===== src/rtl/apb4_master_pkg.sv =====
// Shared types and constants for the APB4 master.
package apb4_master_pkg;

  localparam int CNT_W = 16;

  localparam logic [CNT_W-1:0] TIMEOUT_DEFAULT = 16'd255;

  typedef enum logic [1:0] {
    ST_IDLE   = 2'd0,
    ST_SETUP  = 2'd1,
    ST_ACCESS = 2'd2,
    ST_RESP   = 2'd3
  } apb_state_e;

endpackage : apb4_master_pkg


===== src/rtl/dffr.sv =====
// Generic register: asynchronous active-low reset to zero, synchronous load enable.
module dffr #(
  parameter int WIDTH = 1
) (
  input  logic             clk_i,
  input  logic             rst_ni,
  input  logic             en_i,
  input  logic [WIDTH-1:0] d_i,
  output logic [WIDTH-1:0] q_o
);

  // Reset clears, otherwise load when enabled.
  always_ff @(posedge clk_i or negedge rst_ni) begin
    if (!rst_ni) begin
      q_o <= '0;
    end else if (en_i) begin
      q_o <= d_i;
    end
  end

endmodule : dffr


===== src/rtl/apb4_master.sv =====
// APB4 master: turns one command at a time into an APB4 transfer and returns a response.
//
// state     | meaning
// ----------+---------------------------------------------------------------
// ST_IDLE   | waiting for a command; cmd_ready_o high
// ST_SETUP  | APB setup phase, psel=1 penable=0, exactly one cycle
// ST_ACCESS | APB access phase, psel=1 penable=1, wait for pready or timeout
// ST_RESP   | response held on rsp_* until rsp_ready_i
module apb4_master
  import apb4_master_pkg::*;
#(
  parameter int               ADDR_WIDTH = 32,
  parameter int               DATA_WIDTH = 32,
  parameter logic [CNT_W-1:0] TIMEOUT    = TIMEOUT_DEFAULT
) (
  input  logic                    hclk,
  input  logic                    hresetn,
  input  logic                    cmd_valid_i,
  output logic                    cmd_ready_o,
  input  logic                    cmd_write_i,
  input  logic [ADDR_WIDTH-1:0]   cmd_addr_i,
  input  logic [DATA_WIDTH-1:0]   cmd_wdata_i,
  input  logic [DATA_WIDTH/8-1:0] cmd_strb_i,
  input  logic [2:0]              cmd_prot_i,
  output logic                    rsp_valid_o,
  input  logic                    rsp_ready_i,
  output logic [DATA_WIDTH-1:0]   rsp_rdata_o,
  output logic                    rsp_err_o,
  output logic                    rsp_timeout_o,
  output logic [ADDR_WIDTH-1:0]   paddr_o,
  output logic [2:0]              pprot_o,
  output logic                    psel_o,
  output logic                    penable_o,
  output logic                    pwrite_o,
  output logic [DATA_WIDTH-1:0]   pwdata_o,
  output logic [DATA_WIDTH/8-1:0] pstrb_o,
  input  logic [DATA_WIDTH-1:0]   prdata_i,
  input  logic                    pready_i,
  input  logic                    pslverr_i
);

  localparam int STRB_W = DATA_WIDTH / 8;

  apb_state_e state_q, state_d;
  logic [1:0] state_bits_q;

  logic [CNT_W-1:0] cnt_q, cnt_d;
  logic [CNT_W:0]   cnt_inc;
  logic             tmo_hit;

  logic ready_q, ready_d;
  logic psel_q, psel_d;
  logic penable_q, penable_d;
  logic rsp_valid_q, rsp_valid_d;
  logic [DATA_WIDTH-1:0] rsp_rdata_q, rsp_rdata_d;
  logic rsp_err_q, rsp_err_d;
  logic rsp_tmo_q, rsp_tmo_d;

  logic                  lat_en;
  logic [DATA_WIDTH-1:0] wdata_lat_d;
  logic [STRB_W-1:0]     strb_lat_d;

  assign state_q = apb_state_e'(state_bits_q);

  // Read transfers carry no write payload on the bus.
  assign wdata_lat_d = cmd_write_i ? cmd_wdata_i : '0;
  assign strb_lat_d  = cmd_write_i ? cmd_strb_i  : '0;

  // The count including the current stalled cycle is what gets compared to the limit.
  assign cnt_inc = {1'b0, cnt_q} + (CNT_W+1)'(1);
  assign tmo_hit = (TIMEOUT != '0) && (cnt_inc == {1'b0, TIMEOUT});

  // Next-state, bus-phase and response decode.
  always_comb begin
    state_d     = state_q;
    cnt_d       = cnt_q;
    ready_d     = ready_q;
    psel_d      = psel_q;
    penable_d   = penable_q;
    rsp_valid_d = rsp_valid_q;
    rsp_rdata_d = rsp_rdata_q;
    rsp_err_d   = rsp_err_q;
    rsp_tmo_d   = rsp_tmo_q;
    lat_en      = 1'b0;
    case (state_q)
      ST_IDLE: begin
        ready_d = 1'b1;
        if (cmd_valid_i && ready_q) begin
          state_d   = ST_SETUP;
          lat_en    = 1'b1;
          ready_d   = 1'b0;
          psel_d    = 1'b1;
          penable_d = 1'b0;
          cnt_d     = '0;
        end
      end
      ST_SETUP: begin
        state_d   = ST_ACCESS;
        penable_d = 1'b1;
      end
      ST_ACCESS: begin
        if (pready_i) begin
          state_d     = ST_RESP;
          psel_d      = 1'b0;
          penable_d   = 1'b0;
          rsp_valid_d = 1'b1;
          rsp_rdata_d = pwrite_o ? '0 : prdata_i;
          rsp_err_d   = pslverr_i;
          rsp_tmo_d   = 1'b0;
        end else if (tmo_hit) begin
          state_d     = ST_RESP;
          psel_d      = 1'b0;
          penable_d   = 1'b0;
          rsp_valid_d = 1'b1;
          rsp_rdata_d = '0;
          rsp_err_d   = 1'b1;
          rsp_tmo_d   = 1'b1;
        end else if (!cnt_inc[CNT_W]) begin
          cnt_d = cnt_inc[CNT_W-1:0];
        end
      end
      ST_RESP: begin
        if (rsp_ready_i) begin
          state_d     = ST_IDLE;
          rsp_valid_d = 1'b0;
          ready_d     = 1'b1;
        end
      end
      default: begin
        state_d   = ST_IDLE;
        psel_d    = 1'b0;
        penable_d = 1'b0;
      end
    endcase
  end

  dffr #(.WIDTH(2))          u_state   (.clk_i(hclk), .rst_ni(hresetn), .en_i(1'b1), .d_i(state_d),     .q_o(state_bits_q));
  dffr #(.WIDTH(CNT_W))      u_cnt     (.clk_i(hclk), .rst_ni(hresetn), .en_i(1'b1), .d_i(cnt_d),       .q_o(cnt_q));
  dffr #(.WIDTH(1))          u_ready   (.clk_i(hclk), .rst_ni(hresetn), .en_i(1'b1), .d_i(ready_d),     .q_o(ready_q));
  dffr #(.WIDTH(1))          u_psel    (.clk_i(hclk), .rst_ni(hresetn), .en_i(1'b1), .d_i(psel_d),      .q_o(psel_q));
  dffr #(.WIDTH(1))          u_penable (.clk_i(hclk), .rst_ni(hresetn), .en_i(1'b1), .d_i(penable_d),   .q_o(penable_q));
  dffr #(.WIDTH(1))          u_rvalid  (.clk_i(hclk), .rst_ni(hresetn), .en_i(1'b1), .d_i(rsp_valid_d), .q_o(rsp_valid_q));
  dffr #(.WIDTH(DATA_WIDTH)) u_rdata   (.clk_i(hclk), .rst_ni(hresetn), .en_i(1'b1), .d_i(rsp_rdata_d), .q_o(rsp_rdata_q));
  dffr #(.WIDTH(1))          u_rerr    (.clk_i(hclk), .rst_ni(hresetn), .en_i(1'b1), .d_i(rsp_err_d),   .q_o(rsp_err_q));
  dffr #(.WIDTH(1))          u_rtmo    (.clk_i(hclk), .rst_ni(hresetn), .en_i(1'b1), .d_i(rsp_tmo_d),   .q_o(rsp_tmo_q));

  // Command fields are captured once at acceptance and drive the bus directly.
  dffr #(.WIDTH(ADDR_WIDTH)) u_paddr   (.clk_i(hclk), .rst_ni(hresetn), .en_i(lat_en), .d_i(cmd_addr_i),  .q_o(paddr_o));
  dffr #(.WIDTH(3))          u_pprot   (.clk_i(hclk), .rst_ni(hresetn), .en_i(lat_en), .d_i(cmd_prot_i),  .q_o(pprot_o));
  dffr #(.WIDTH(1))          u_pwrite  (.clk_i(hclk), .rst_ni(hresetn), .en_i(lat_en), .d_i(cmd_write_i), .q_o(pwrite_o));
  dffr #(.WIDTH(DATA_WIDTH)) u_pwdata  (.clk_i(hclk), .rst_ni(hresetn), .en_i(lat_en), .d_i(wdata_lat_d), .q_o(pwdata_o));
  dffr #(.WIDTH(STRB_W))     u_pstrb   (.clk_i(hclk), .rst_ni(hresetn), .en_i(lat_en), .d_i(strb_lat_d),  .q_o(pstrb_o));

  assign cmd_ready_o   = ready_q;
  assign psel_o        = psel_q;
  assign penable_o     = penable_q;
  assign rsp_valid_o   = rsp_valid_q;
  assign rsp_rdata_o   = rsp_rdata_q;
  assign rsp_err_o     = rsp_err_q;
  assign rsp_timeout_o = rsp_tmo_q;

endmodule : apb4_master


===== config.mk =====
export PLATFORM = sky130hd
export DESIGN_NAME = apb4_master
export DESIGN_NICKNAME = d
export VERILOG_FILES = /design/src/rtl/apb4_master_pkg.sv /design/src/rtl/dffr.sv /design/src/rtl/apb4_master.sv
export SDC_FILE = /design/constraint.sdc
export NUM_CORES = 1
export LEC_CHECK = 0
export ABC_CLOCK_PERIOD_IN_PS = 7200
export BUFFER_PORTS_ARGS = -buffer_cell sky130_fd_sc_hd__buf_2
export CORE_MARGIN = 1
export CORE_UTILIZATION = 40
export DETAILED_ROUTE_END_ITERATION = 12
export GPL_TIMING_DRIVEN = 0
export PLACE_DENSITY = 0.67
export SLEW_MARGIN = 20
export SYNTH_ARGS = -nofsm -noshare
export SYNTH_HDL_FRONTEND = slang
export SYNTH_SLANG_ARGS = --single-unit

===== constraint.sdc =====
create_clock -name hclk -period 7.2 [get_ports hclk]
set_clock_uncertainty 0.1 [all_clocks]
set_input_delay 0 -clock hclk [delete_from_list [all_inputs] [get_ports hclk]]
set_output_delay 0 -clock hclk [all_outputs]
set_load 0.005 [all_outputs]

==> results of run 1 <==
## state kept, by name (all words and copies together), names as in the netlist, 2 cells and up
signal and flops:
u_rdata.q_o 32, u_pprot.q_o 3, u_pwdata.q_o 32, u_paddr.q_o 32, u_state.q_o 2, u_cnt.q_o 16, u_pstrb.q_o 4
## layout make-up
type,instances,area (µm²),area share (%)
clock inverter,12,134,1.55
multi-input combinational,341,2220,25.7
inverter,10,37.5,0.433
clock buffer,19,453,5.23
sequential,128,3200,37.0
buffer,37,154,1.78
tap,176,220,2.54
timing repair buffer,330,2240,25.8
## per-layer routing
metal	global-route usage (%)	routed length, µm	up-vias
met1	28.3	6860	2567
met4	10.2	333	0
met3	7.74	1180	30
met5	0	0	-
met2	43.7	8960	229
li1	-	-	2534
## synth_stat cells, types with 2 or more instances
master / instances
a211oi_1: 2
a21o_1: 4
a21oi_1: 9
a22o_1: 34
a31oi_1: 2
and2_1: 4
and3_1: 6
buf_2: 9
clkbuf_1: 26
dfrtp_1: 128
ha_1: 6
inv_1: 9
mux2_1: 2
mux2_2: 36
mux2i_1: 3
nand2_1: 96
nand3_1: 15
nand4_1: 6
nor2_1: 15
nor3_1: 6
nor4_1: 5
o211ai_1: 3
o21ai_0: 51
o311ai_0: 2
o31ai_1: 2
o41ai_1: 2
or4_1: 2
xnor2_1: 2
## what timing repair did
item | in CTS | in global routing
resized for setup | 0 | 0
endpoints found under the setup margin | 0 | 0
hold buffers | 111 | 0
hold endpoints to repair | 235 | 0
## cells by family (layout without fill, tap and decap cells)
group | Yosys count | count (layout) | share of synthesized area [%]
AO/OA/AOI/OAI | 127 | 127 | 16.3
XOR/XNOR | 3 | 3 | 0.468
adder cells (fa/ha/maj) | 6 | 6 | 1.34
buffers and inverters | 47 | 408 | 3.41
flip-flops | 128 | 128 | 57.0
multiplexers | 41 | 41 | 8.15
AND/OR/NAND/NOR | 164 | 164 | 13.3
## metrics by stage
step	utilization, %	area, µm²	hold WS (ns)	instances	power (mW)
finish	64.4	8660	-0.00602	1053	3.11
global route	64.4	8660	0.0425	1053	3.31
CTS	64.4	8660	0.00117	1053	3.11
detailed placement	51.8	6960	-0.111	911	2.20
global placement	51.5	6930	0.127	910	2.16
floorplan	-	5620	-0.396	516	1.70
## path summary, 6_finish.rpt
path | end | slack (ns) | cells past startpoint
worst max-delay path | u_rdata.q_o[25] | 4.29 | 9
worst min-delay path | u_pstrb.q_o[0] | -0.006 | 3
worst max register to register | u_rdata.q_o[25] | 4.29 | 9
worst min register to register | u_pwdata.q_o[24] | 0.38 | 2
max in group asynchronous | u_pwdata.q_o[1] | 6.27 | 3
min in group asynchronous | u_cnt.q_o[7] | 0 | 2
## cell usage in the layout (no fill, tap or decap), drive strengths merged, types with 3 or more instances in the layout
cell type,synthesis,layout
buf,11,230
dfrtp,128,128
dlygate4sd3,0,111
nand2,96,96
o21ai,53,53
clkbuf,26,45
mux2,38,38
a22o,34,34
nor2,15,15
nand3,15,15
inv,9,12
a21oi,9,9
nand4,7,7
nor3,6,6
and3,6,6
ha,6,6
clkinv,1,6
nor4,5,5
and2,4,4
a21o,4,4
mux2i,3,3
o211ai,3,3
## report_power, final
part | switching (mW) | total (mW) | internal [mW]
clock network | 0.319 | 0.847 | 0.528
logic | 0.550 | 1.08 | 0.533
registers | 0.163 | 1.17 | 1.01
total | 1.03 | 3.11 | 2.07
## worst min-delay path, stage by stage
cell	delay, ns
clkbuf_1	0.24
nand2_1	0.15
o21ai_0	0.07
==> flow_summary.json, run 1 <==
{
  "outcome": "finished, violations left",
  "violations": "hold timing",
  "final_hold_viol_count": 2,
  "syn_area_um2": 5620,
  "fillers": 1028,
  "p_per_area_nw_per_um2": 359,
  "cp-start-kind": "flop",
  "cts_setup_buffers": 0,
  "synth_cells": 516,
  "drv_cap": 0,
  "portBuffers": 218,
  "rows": 42,
  "yosys-top-cells-area": "dfrtp_1, mux2_2, nand2_1",
  "cp-startpoint": "u_cnt.q_o[0]",
  "drcViolationCount": 0,
  "yosysTopAreaCellShare_pct": 57.0,
  "wirelength_um": 17300,
  "synth_cell_types": 57,
  "period_share_pct": 40.5,
  "setup_violations": 0,
  "cp_max_fo": 10,
  "grt_max_degree": 78,
  "clock_sinks": 128,
  "grt_pass1_vias": 5712,
  "cp.required_ns": 7.39,
  "critPathCaptureType": "flop",
  "grt_setup_unrepaired": "no",
  "insertion_delay_ns": 0.42,
  "yosys.area.top_type": "dfrtp_1",
  "slew-limit-headroom_pct": 50.8,
  "fin_ws_ns": 4.29,
  "post_drt_wl_per_cell_um": 16.5,
  "cp_cell_sequence": "ha_1 -> a21o_1 -> a311o_1 -> o211ai_1 -> nand4_2 -> o21ai_2 -> nand2_1 -> buf_2 -> a22o_1",
  "start_util_pct": 41.8,
  "crit_buf_inv": 1,
  "synth_edf_count": 0,
  "antenna_found_initial": 0,
  "avgSynthCellArea_um2": 10.9,
  "r2r-start": "u_cnt.q_o[0]",
  "slowest_delay_ns": 0.39,
  "hp-class": "input port to flop",
  "synthArstFlopShare_pct": 100,
  "clkTransAtPathRegs_ns": 0.06,
  "drt_pass1_iterations": 5,
  "grt_usage_pct": 25.0,
  "synth_seq_cells": 128,
  "syn_nets": 632,
  "total_leakage_power_nw": 4.28,
  "vias": 5360,
  "whs_ns": -0.00602,
  "drv_slew": 0,
  "avgViaCountPerCell": 5.09,
  "yosysWarnings": 0,
  "layout-drive-gt1-share_pct": 34.8,
  "ir_worst_vdd_mv": 0.226,
  "cts_tree": "yes",
  "die_x_um": 121,
  "die_h_um": 121,
  "cts-htree-levels": 4,
  "cp_slowest_cell": "dfrtp_1",
  "num_io_pins": 220,
  "synth_flop_cell": "dfrtp_1",
  "crit_family": "compound AO/OA/AOI/OAI gates",
  "crit_type": "flop to flop",
  "arrival_ns": 3.10,
  "gp_routability_congestion": 0.855,
  "nets": 981,
  "ant_nets": 0,
  "first_iter_violations": 290,
  "cts_inserted_buffers": 17,
  "coreArea_um2": 13500,
  "area_growth_pct": 54.2,
  "totalNegativeSetupSlack_ns": 0,
  "dieArea_um2": 14500,
  "yosysSeqAreaShare_pct": 57.0,
  "min-delay-start": "cmd_write_i",
  "min_period_ns": 2.91,
  "dpl_worst_slack_ns": 4.31,
  "grt_overflow": 0,
  "clock_path_buffers": 2,
  "hpwl_um": 11100,
  "antenna_cells": 0,
  "clock-root-buffer": "clkbuf_16",
  "fmax_mhz": 343,
  "worst_pin_slew_ns": 0.734,
  "grt_pass1_wl_um": 28000
}
Note: power is estimated with default switching activity, not from simulation.
==> run 2: changes to the inputs <==
--- a/config.mk
+++ b/config.mk
@@ -5,7 +5,7 @@
 export SDC_FILE = /design/constraint.sdc
 export NUM_CORES = 1
 export LEC_CHECK = 0
-export ABC_CLOCK_PERIOD_IN_PS = 7200
+export ABC_CLOCK_PERIOD_IN_PS = 2990
 export BUFFER_PORTS_ARGS = -buffer_cell sky130_fd_sc_hd__buf_2
 export CORE_MARGIN = 1
 export CORE_UTILIZATION = 40
==> constraint.sdc (replaced) <==
create_clock -name hclk -period 2.99 [get_ports hclk]
set_clock_uncertainty 0.1 [all_clocks]
set_input_delay 0 -clock hclk [delete_from_list [all_inputs] [get_ports hclk]]
set_output_delay 0 -clock hclk [all_outputs]
set_load 0.005 [all_outputs]
==> flow_summary.json, run 2 (same netlist as run 1, synthesis figures left out) <==
{
  "setup_violations": 0,
  "slowest_delay_ns": 0.36,
  "cts_inserted_buffers": 17,
  "whs_ns": -0.00592,
  "wl_met3_um": 1180,
  "cp_slowest_cell": "dfrtp_1",
  "cp-start-kind": "flop",
  "vias": 5349,
  "hp-class": "input port to flop",
  "cp_cell_sequence": "buf_2 -> and4_1 -> buf_2 -> a2111oi_2 -> mux2i_1 -> and2_1 -> o21ai_4 -> nand2_1 -> buf_2 -> a22o_1",
  "mostFrequentLayoutCells": "buf_2, dfrtp_1, dlygate4sd3_1, nand2_1, o21ai_0",
  "layout-drive-gt1-share_pct": 35.2,
  "start_util_pct": 41.8,
  "arrival_ns": 2.96,
  "coreArea_um2": 13500,
  "gp_routability_congestion": 0.855,
  "antenna_found_initial": 0,
  "period_share_pct": 92.6,
  "dieArea_um2": 14500,
  "wirelength_um": 17300,
  "outcome": "finished, violations left",
  "area_growth_pct": 54.4,
  "antenna_cells": 0,
  "rows": 42,
  "slew-limit-headroom_pct": 56.4,
  "num_io_pins": 220,
  "mostFrequentLayoutCell": "buf_2",
  "cts_setup_buffers": 0,
  "grt_usage_pct": 25.0,
  "clock_sinks": 128,
  "clock_path_buffers": 2,
  "cts-htree-levels": 4,
  "grt_setup_unrepaired": "no",
  "die_x_um": 121,
  "nets": 980,
  "p_per_area_nw_per_um2": 863,
  "die_h_um": 121,
  "grt_max_degree": 78,
  "cts_tree": "yes",
  "violations": "hold timing",
  "grt_pass1_vias": 5712,
  "post_drt_wl_per_cell_um": 16.5,
  "drt_pass1_iterations": 5,
  "drv_slew": 0,
  "finalInstanceArea_um2": 8670,
  "clock-root-buffer": "clkbuf_16",
  "fmax_mhz": 361,
  "totalNegativeSetupSlack_ns": 0,
  "drt-met1-wl_um": 6880,
  "drv_cap": 0,
  "power_mw": 7.48,
  "avgViaCountPerCell": 5.08,
  "reg.largest.list": "u_paddr.q_o (32), u_pwdata.q_o (32), u_rdata.q_o (32)",
  "min_period_ns": 2.77,
  "final_hold_viol_count": 2,
  "top_layer": "met4",
  "crit_type": "flop to flop",
  "ir_worst_vdd_mv": 0.544,
  "hpwl_um": 11100,
  "cp_common_cell": "buf_2",
  "clkTransAtPathRegs_ns": 0.06,
  "grt_pass1_wl_um": 28000,
  "critPathCaptureType": "flop",
  "cp_max_fo": 10,
  "cp.required_ns": 3.18,
  "total_leakage_power_nw": 4.28,
  "drcViolationCount": 0,
  "worst_pin_slew_ns": 0.654,
  "wl_met2_um": 8900,
  "insertion_delay_ns": 0.42,
  "placed_area_um2": 6960,
  "ant_nets": 0,
  "grt_overflow": 0,
  "portBuffers": 218,
  "first_iter_violations": 267
}
-- run 2: cell count changes in the layout (fill, tap and decap cells not counted), sizes merged --
cell,previous run,this run
clkbuf,45,44
-- run 2: per-layer routing --
metal	up-vias	global-route usage [%]
met1	2559	28.3
met3	32	7.74
met4	0	10.2
li1	2533	-
met5	-	0
met2	225	43.7
-- run 2: area by class of cell --
| cell class | instances | area, µm² |
|---|---|---|
| fill | 1027 | 4780 |
| clock inverter | 12 | 134 |
| tap | 176 | 220 |
| clock buffer | 19 | 453 |
| buffer | 36 | 151 |
| sequential | 128 | 3200 |
| inverter | 10 | 37.5 |
| multi-input combinational | 341 | 2240 |
| timing repair buffer | 330 | 2240 |
-- run 2: what timing repair did --
item,in CTS,in global routing
hold buffers,111,0
setup endpoints to repair,0,44
endpoints found under the hold margin,235,0
gates resized for setup,0,5
-- run 2: path summary, 6_finish.rpt --
kind	startpoint	to	slack, ns	depth (start not counted)
worst min register to register	u_pwdata.q_o[24]	u_pwdata.q_o[24]	0.38	2
worst min-delay path	cmd_write_i	u_pstrb.q_o[0]	-0.006	3
worst max-delay path	u_cnt.q_o[4]	u_rdata.q_o[25]	0.22	10
max in group asynchronous	hresetn	u_pwdata.q_o[1]	2.06	3
worst max register to register	u_cnt.q_o[4]	u_rdata.q_o[25]	0.22	10
min in group asynchronous	hresetn	u_cnt.q_o[7]	0	2
-- run 2: power breakdown --
| group | switching [mW] | internal (mW) | total [mW] |
|---|---|---|---|
| Clock | 0.771 | 1.27 | 2.04 |
| Combinational | 1.32 | 1.29 | 2.61 |
| Sequential | 0.392 | 2.44 | 2.83 |
| Total | 2.49 | 4.99 | 7.48 |
-- run 2: through the flow --
step	cells	utilization [%]	setup WS, ns
3_5_place_dp	911	51.8	0.0985
5_1_grt	1052	64.5	0.0155
3_3_place_gp	910	51.5	0.180
4_1_cts	1053	64.4	0.0766
2_1_floorplan	516	-	0.474
6_report	1052	64.5	0.221
-- run 2: critical path: cells and delay by family, from the launching register on --
family / cells / cell delay [ns]
flip-flops: 1 / 0.36
multiplexers: 1 / 0.16
AND/OR/NAND/NOR: 3 / 0.64
buffers and inverters: 3 / 0.60
AO/OA/AOI/OAI: 3 / 0.79
==> run 3: changes to the inputs <==
--- a/config.mk
+++ b/config.mk
@@ -9,6 +9,7 @@
 export BUFFER_PORTS_ARGS = -buffer_cell sky130_fd_sc_hd__buf_2
 export CORE_MARGIN = 1
 export CORE_UTILIZATION = 40
+export CTS_BUF_LIST = sky130_fd_sc_hd__clkbuf_4
 export DETAILED_ROUTE_END_ITERATION = 12
 export GPL_TIMING_DRIVEN = 0
 export PLACE_DENSITY = 0.67
==> flow_summary.json, run 3 (same netlist as run 1, synthesis figures left out) <==
{
  "grt_pass1_wl_um": 28300,
  "min-delay-start": "prdata_i[8]",
  "worst_pin_slew_ns": 0.663,
  "portBuffers": 218,
  "cts_inserted_buffers": 17,
  "antenna_cells": 0,
  "clock_path_buffers": 2,
  "setup_violations": 0,
  "reg.largest.list": "u_paddr.q_o (32), u_pwdata.q_o (32), u_rdata.q_o (32)",
  "gp_routability_congestion": 0.855,
  "cp_max_fo": 10,
  "layout-drive-gt1-share_pct": 34.9,
  "drcViolationCount": 0,
  "first_iter_violations": 257,
  "fmax_mhz": 359,
  "r2r-start": "u_cnt.q_o[5]",
  "mostFrequentLayoutCells": "buf_2, dfrtp_1, dlygate4sd3_1, nand2_1, o21ai_0",
  "crit_type": "flop to flop",
  "period_share_pct": 93.1,
  "hpwl_um": 11100,
  "cts_setup_buffers": 0,
  "cp_slowest_cell": "dfrtp_1",
  "cp_common_cell": "buf_2",
  "rows": 42,
  "grt_overflow": 0,
  "fillers": 1072,
  "die_x_um": 121,
  "slowest_delay_ns": 0.37,
  "cp-start-kind": "flop",
  "die_h_um": 121,
  "start_util_pct": 41.8,
  "ir_worst_vdd_mv": 0.549,
  "cts_tree": "yes",
  "vias": 5464,
  "totalNegativeSetupSlack_ns": 0,
  "total_leakage_power_nw": 4.17,
  "grt_pass1_vias": 5842,
  "drt_pass1_iterations": 5,
  "grt_usage_pct": 25.2,
  "clock_sinks": 128,
  "insertion_delay_ns": 0.55,
  "dieArea_um2": 14500,
  "mostFrequentLayoutCell": "buf_2",
  "coreArea_um2": 13500,
  "min_period_ns": 2.78,
  "drv_cap": 0,
  "antenna_found_initial": 0,
  "clock-root-buffer": "clkbuf_4",
  "hp-class": "input port to flop",
  "drv_slew": 0,
  "wirelength_um": 17300,
  "grt_max_degree": 78,
  "grt_setup_unrepaired": "no",
  "clkTransAtPathRegs_ns": 0.11,
  "cts-htree-levels": 4,
  "p_per_area_nw_per_um2": 782,
  "slew-limit-headroom_pct": 55.8,
  "area_growth_pct": 50.4,
  "nets": 986,
  "final_hold_viol_count": 0,
  "cp-startpoint": "u_cnt.q_o[5]",
  "critPathCaptureType": "flop",
  "num_io_pins": 220,
  "ant_nets": 0,
  "avgViaCountPerCell": 5.16,
  "cp.required_ns": 3.31,
  "cp_cell_sequence": "buf_2 -> and4_1 -> buf_2 -> a2111oi_2 -> mux2i_1 -> and2_1 -> o21ai_4 -> nand2_1 -> buf_2 -> a22o_1",
  "outcome": "completed",
  "fin_util_pct": 62.8,
  "post_drt_wl_per_cell_um": 16.3,
  "arrival_ns": 3.11
}
[run 3: cell count changes in the layout (fill, tap and decap cells not counted), sizes merged]
cell	before	now
clkbuf	44	40
buf	230	231
clkinv	6	8
dlygate4sd3	111	118
[run 3: routing by layer]
| layer | wire [µm] | up-vias | track usage (%) | share of wire (%) |
|---|---|---|---|---|
| li1 | - | 2542 | - | - |
| met1 | 6890 | 2641 | 28.8 | 40 |
| met2 | 8650 | 235 | 43.5 | 50 |
| met3 | 1240 | 46 | 8.07 | 7.2 |
| met4 | 478 | 0 | 10.6 | 2.8 |
| met5 | 0 | - | 0 | 0 |
[run 3: power by group]
part	switching (mW)	total, mW	leakage (nW)	internal [mW]
logic	1.32	2.63	2.40	1.30
clock network	0.665	1.16	0.143	0.490
registers	0.401	2.83	1.63	2.43
[run 3: what timing repair did]
item / 4_1_cts / 5_1_grt
resized for setup: 0 / 6
hold endpoints to repair: 245 / 0
endpoints found under the setup margin: 0 / 45
hold buffers: 119 / 0
[run 3: final timing paths]
path / endpoint / slack [ns] / depth (start not counted)
setup / recovery: u_rdata.q_o[2] / 0.21 / 10
hold / removal: u_rdata.q_o[8] / 0.10 / 3
setup reg to reg: u_rdata.q_o[2] / 0.21 / 10
hold reg to reg: u_pwdata.q_o[31] / 0.39 / 2
max in group asynchronous: u_pwdata.q_o[1] / 2.01 / 4
min in group asynchronous: u_cnt.q_o[7] / 0.42 / 4
[run 3: metrics by stage]
step,total power [mW],area [µm²],setup WS (ns),hold WS (ns),std cells
2_1_floorplan,4.10,5620,0.474,-0.396,516
3_3_place_gp,5.19,6930,0.180,0.127,910
3_5_place_dp,5.30,6960,0.0985,-0.111,911
4_1_cts,6.61,8440,0.0620,0.0359,1061
5_1_grt,7.10,8450,0.00784,0.0485,1058
6_report,6.61,8450,0.205,0.105,1058
[run 3: layout make-up]
type / count / area [µm²] / area share [%]
Buffer: 34 / 144 / 1.70
Clock buffer: 17 / 128 / 1.51
Clock inverter: 14 / 141 / 1.67
Inverter: 10 / 37.5 / 0.444
Multi-Input combinational cell: 341 / 2240 / 26.5
Sequential cell: 128 / 3200 / 37.9
Tap cell: 176 / 220 / 2.61
Timing Repair Buffer: 338 / 2330 / 27.6
[run 3: critical path: cells and delay by family, from the launching register on]
family	cells	cell delay, ns
flip-flops	1	0.37
AND/OR/NAND/NOR	3	0.62
multiplexers	1	0.17
AO/OA/AOI/OAI	3	0.79
buffers and inverters	3	0.61
